==> src/rtl/dynamic_pattern_generator.sv <==
// Serial pattern generator.
// Holds a runtime-loaded pattern of up to PAT_W bits and streams it MSB-first
// on d_out/valid_out. The pattern is repeated a programmable number of times,
// with a programmable idle gap between repetitions. Every output is registered,
// so the first pattern bit appears one cycle after the start edge.
module dynamic_pattern_generator #(
   parameter int PAT_W = 8,
   parameter int LEN_W = 4,
   parameter int GAP_W = 4
) (
   input  logic             clk,
   input  logic             reset,
   input  logic             pat_load,
   input  logic [PAT_W-1:0] pat_in,
   input  logic [LEN_W-1:0] pat_len,
   input  logic             start,
   input  logic [7:0]       repeat_cnt,
   input  logic [GAP_W-1:0] gap,
   input  logic             abort,
   output logic             d_out,
   output logic             valid_out,
   output logic             busy,
   output logic             done,
   output logic             load_err,
   output logic [7:0]       pattern_count
);

   typedef enum logic [1:0] {
      IDLE = 2'd0,
      SEND = 2'd1,
      GAP  = 2'd2,
      DONE = 2'd3
   } state_t;

   localparam logic [LEN_W-1:0] MAX_LEN = LEN_W'(PAT_W);
   localparam logic [LEN_W-1:0] ONE_LEN = LEN_W'(1);
   localparam logic [GAP_W-1:0] ONE_GAP = GAP_W'(1);

   state_t           state;
   logic [PAT_W-1:0] pat_reg;
   logic [LEN_W-1:0] len_reg;
   logic [LEN_W-1:0] bit_idx;
   logic [7:0]       rep_left;
   logic [GAP_W-1:0] gap_reg;
   logic [GAP_W-1:0] gap_cnt;

   logic             load_ok;
   logic [LEN_W-1:0] eff_len;
   logic [LEN_W-1:0] first_idx;
   logic [LEN_W-1:0] restart_idx;
   logic [PAT_W-1:0] pat_shift;
   logic             cur_bit;

   // Completed-repetition counter never wraps past its maximum.
   function automatic logic [7:0] sat_inc(input logic [7:0] v);
      return (v == 8'hFF) ? v : v + 8'd1;
   endfunction

   // Load legality, the length a same-cycle start will use, and the bit to send.
   always_comb begin
      load_ok     = pat_load && (pat_len != '0) && (pat_len <= MAX_LEN);
      eff_len     = load_ok ? pat_len : len_reg;
      first_idx   = eff_len - ONE_LEN;
      restart_idx = len_reg - ONE_LEN;
      pat_shift   = pat_reg >> bit_idx;
      cur_bit     = pat_shift[0];
   end

   // Transmit FSM with registered outputs; abort overrides every other request.
   always_ff @(posedge clk or negedge reset) begin
      if (!reset) begin
         state         <= IDLE;
         pat_reg       <= '0;
         len_reg       <= ONE_LEN;
         bit_idx       <= '0;
         rep_left      <= '0;
         gap_reg       <= '0;
         gap_cnt       <= '0;
         d_out         <= 1'b0;
         valid_out     <= 1'b0;
         busy          <= 1'b0;
         done          <= 1'b0;
         load_err      <= 1'b0;
         pattern_count <= '0;
      end else begin
         done     <= 1'b0;
         load_err <= 1'b0;
         if (abort) begin
            state     <= IDLE;
            d_out     <= 1'b0;
            valid_out <= 1'b0;
            busy      <= 1'b0;
         end else begin
            case (state)
               IDLE: begin
                  d_out     <= 1'b0;
                  valid_out <= 1'b0;
                  if (pat_load) begin
                     if (load_ok) begin
                        pat_reg <= pat_in;
                        len_reg <= pat_len;
                     end else begin
                        load_err <= 1'b1;
                     end
                  end
                  if (start && (repeat_cnt != 8'd0)) begin
                     rep_left      <= repeat_cnt;
                     gap_reg       <= gap;
                     bit_idx       <= first_idx;
                     pattern_count <= '0;
                     busy          <= 1'b1;
                     state         <= SEND;
                  end
               end
               SEND: begin
                  d_out     <= cur_bit;
                  valid_out <= 1'b1;
                  if (bit_idx == '0) begin
                     pattern_count <= sat_inc(pattern_count);
                     rep_left      <= rep_left - 8'd1;
                     if (rep_left == 8'd1) begin
                        state <= DONE;
                     end else if (gap_reg == '0) begin
                        bit_idx <= restart_idx;
                     end else begin
                        gap_cnt <= gap_reg;
                        state   <= GAP;
                     end
                  end else begin
                     bit_idx <= bit_idx - ONE_LEN;
                  end
               end
               GAP: begin
                  d_out     <= 1'b0;
                  valid_out <= 1'b0;
                  if (gap_cnt == ONE_GAP) begin
                     bit_idx <= restart_idx;
                     state   <= SEND;
                  end else begin
                     gap_cnt <= gap_cnt - ONE_GAP;
                  end
               end
               DONE: begin
                  d_out     <= 1'b0;
                  valid_out <= 1'b0;
                  done      <= 1'b1;
                  busy      <= 1'b0;
                  state     <= IDLE;
               end
               default: begin
                  state <= IDLE;
               end
            endcase
         end
      end
   end

endmodule

==> config.mk <==
export PLATFORM = sky130hd
export DESIGN_NAME = dynamic_pattern_generator
export DESIGN_NICKNAME = d
export VERILOG_FILES = /design/src/rtl/dynamic_pattern_generator.sv
export SDC_FILE = /design/constraint.sdc
export NUM_CORES = 1
export LEC_CHECK = 0
export ABC_AREA = 1
export ABC_CLOCK_PERIOD_IN_PS = 1900
export BUFFER_PORTS_ARGS = -buffer_cell sky130_fd_sc_hd__clkbuf_2
export CORE_MARGIN = 5
export CORE_UTILIZATION = 30
export DETAILED_ROUTE_END_ITERATION = 8
export PLACE_DENSITY = 0.53
export SYNTH_ARGS = -nofsm -noshare
export SYNTH_HDL_FRONTEND = slang
export SYNTH_SLANG_ARGS = --single-unit
==> constraint.sdc <==
create_clock -name clk -period 1.9 [get_ports clk]
set_input_delay 0.38 -clock clk [delete_from_list [all_inputs] [get_ports clk]]
set_output_delay 0.38 -clock clk [all_outputs]
set_load 0.05 [all_outputs]
==> results by group <==
Die
  – Placeable Area: 9640 um^2
  – Starting Density: 30.3%
  – Die ar.: 11800 um^2
  – Num rows: 36
  – Die width: 109 um
  – IO Pins: 42
  – Die Span Y: 109 um

Route
  – DR vias: 2540
  – Iter 0 DRT Violations: 114
  – DRT Wirelength: 6880 um
  – Vias per cell: 4.69
  – DRC Markers: 0
  – Antenna Violating Nets Remaining: 0
  – Detailed Routing Iterations Pass 1: 4
  – Avg WL per Cell: 12.7 um

Yosys
  – Yosys warns: 0
  – Main synth FF type: dfrtp_1
  – Ys async rst share: 100%
  – Syn Std Cell Area: 2920 um^2
  – Post-synthesis sequential area ratio: 40.4%
  – Area leader, netlist: dfrtp_1
  – Most frequent cell after synthesis: nand2_1
  – Number of flops mapped to enable cells by yosys: 0
  – Top-area cell type share of the netlist area: 39.5%
  – Syn avg cell area: 8.38 um^2
  – Synth cell types: 41
  – Synth Net Count: 391
  – Cells after Synth: 348
  – #FFs+latches synth: 47
  – Synth cell count leaders: 61 x nand2_1, 46 x dfrtp_1, 37 x inv_1
  – Largest cells by area after synthesis: dfrtp_1 39%, nand2_1 7.9%, ha_1 6.0%, o21ai_0 6.0%, inv_1 4.8%

GRT
  – Number of global-route vias before repair: 2490
  – Largest net degree at the start of global routing: 48
  – Initial antenna violation count: 0
  – Total GRT Usage: 12.2%
  – Total grt overflow: 0
  – First-pass GRT wire length: 11600 um

Power and ir drop
  – Clock network fraction of total power: 16.0%
  – NetSw: 2.16 mW
  – Combinational share of power: 50.4%
  – Power per cell area: 1390 nW/um^2
  – Power Internal: 2.78 mW
  – Pleak: 1.67 nW
  – Overall power: 4.94 mW
  – Switching portion of total power: 43.7%
  – Reg power frac: 33.6%
  – Worst vdd ir: 451 uV

CTS
  – CTS buffer count: 5
  – CTS Sinks: 47
  – Max clock buf depth: 2
  – CTS clock-pin slew for the worst setup and hold paths: 100 ps
  – Worst-Skew Late Latency: 310 ps
  – CTS tree: done
  – Root Buffer: clkbuf_8
  – H-tree levels: 2

Worst setup path
  – Critical path arrival: 1900 ps
  – Req. time, crit path: 2100 ps
  – Startpoint types: flop
  – Critical path launch point: state[0]$_DFFE_PN0P_
  – Worst Setup Path Type: flop to flop
  – Setup crit end kind: flop
  – Max FO, Critical Path: 6
  – Worst r2r src: state[0]$_DFFE_PN0P_

Timing
  – FMAX: 587 MHz
  – Setup TNS: 0 ps
  – Relative slew slack: 73.5%
  – Worst Max-Slew Pin Slew: 394 ps
  – Final setup fails: 0
  – Clock skew: 11.4 ps
  – Post-route minimum period: 1700 ps
  – Final hold vios: 0
  – Hold_ws: 53.4 ps
  – Fin. max-slew vios: 0
  – RSZ-0062 raised after global routing: false
  – Final worst-path cycle share: 89.6%

Min path
  – Hold Crit Class: input port to async pin

Placed design
  – Dpl cell area: 3360 um^2
  – Dpl hpwl: 5120 um
  – Port buffer count: 41
  – RD Place Congestion: 0.859

Layout
  – Fin nets: 451
  – Final core occ: 36.7%
  – Final Cell Area: 3540 um^2
  – Fraction of layout cells with a size suffix above 1: 29.1%
  – Antenna cells: 0
  – Layout area overhead: 21.5%

Run
  – Max Cap Viol: 0

Run status
  – Outcome: finished, final reports clean
-- critical path, cell delays in order (launching register included) --
cell	delay, ps
dfrtp_1	440
inv_1	120
ha_2	260
inv_1	80
a31oi_2	210
nor3_1	70
nand3_1	160
inv_2	90
o21ai_0	80
o22ai_1	90
-- power by group through the flow --
| stage | clock (mW) | combinational, mW | sequential (mW) |
|---|---|---|---|
| 6_report | 0.789 | 2.49 | 1.66 |
| 5_1_grt | 0.841 | 2.83 | 1.71 |
| 4_1_cts | 0.812 | 2.38 | 1.66 |
| 3_5_place_dp | 0 | 2.37 | 1.68 |
| 3_3_place_gp | 0 | 2.36 | 1.67 |
| 2_1_floorplan | 0 | 1.68 | 1.73 |
-- metal layers --
metal | track usage [%] | vias up | wire, um
met3 | 3.22 | 8 | 361
met2 | 20.0 | 55 | 3200
met5 | 0 | - | 0
met4 | 3.07 | 0 | 87
met1 | 15.9 | 1191 | 3230
li1 | - | 1286 | -
-- area by class of cell --
| class | count | area (um^2) |
|---|---|---|
| fill | 1037 | 6100 |
| multi-input combinational | 256 | 1590 |
| sequential | 47 | 1180 |
| timing repair buffer | 56 | 334 |
| tap | 133 | 166 |
| inverter | 42 | 158 |
| clock buffer | 6 | 82.6 |
| clock inverter | 2 | 35.0 |
-- timing repair --
action                     in CTS  in global routing
buffers inserted                0                  3
resized for setup               0                  7
hold buffers                    0                  0
setup endpoints to repair       0                 21
-- cells in the final DEF, fill, tap and decap left out, types with 2 or more instances in the layout --
cell	Yosys	routed
nor3_1	4	4
mux2_2	9	9
inv_1	37	36
dfrtp_1	46	46
o21ai_4	1	2
clkbuf_2	0	41
buf_4	1	13
nor2_1	26	26
inv_2	4	5
o211ai_1	5	5
nand2_2	7	7
o21ai_2	9	9
a21oi_1	6	6
o21ai_0	35	34
clkbuf_8	0	6
mux2_1	2	2
nor2_2	3	3
nand2_1	61	61
o22ai_1	5	5
nor2_4	2	3
or2_2	7	7
nand3_1	27	27
o221ai_1	2	2
nand3_2	2	2
o21ai_1	2	3
xnor2_1	2	2
ha_1	14	13
xor2_1	7	7
nand4_1	6	6
nand2_4	2	2
-- cells by family (layout without fill, tap and decap cells) --
logic type | after synthesis | count (layout) | synth area share [%]
AND/OR/NAND/NOR | 151 | 152 | 25.2
AO/OA/AOI/OAI | 69 | 70 | 14.9
flip-flops | 47 | 47 | 40.4
buffers and inverters | 47 | 106 | 6.61
adder cells (fa/ha/maj) | 14 | 14 | 6.01
multiplexers | 11 | 11 | 4.25
XOR/XNOR | 9 | 9 | 2.70
-- path summary, 6_finish.rpt --
check	to	slack, ps	cells past startpoint
max	bit_idx[0]$_DFFE_PN0P_	200	9
min	bit_idx[2]$_DFFE_PN0P_	50	2
max reg2reg	bit_idx[0]$_DFFE_PN0P_	200	9
min reg2reg	len_reg[1]$_DFFE_PN0P_	500	2
max in group asynchronous	len_reg[0]$_DFFE_PN1P_	1580	2
min in group clk	pat_reg[0]$_DFFE_PN0P_	280	2
-- stage by stage --
| stage | std cells | worst slack [ps] |
|---|---|---|
| final | 542 | 197 |
| after global routing | 542 | 19.1 |
| after CTS | 537 | 49.5 |
| after detailed placement | 529 | 46.9 |
| after global placement | 529 | 65.3 |
| after floorplan | 348 | 69.3 |
Note: power is estimated with default switching activity, not from simulation.
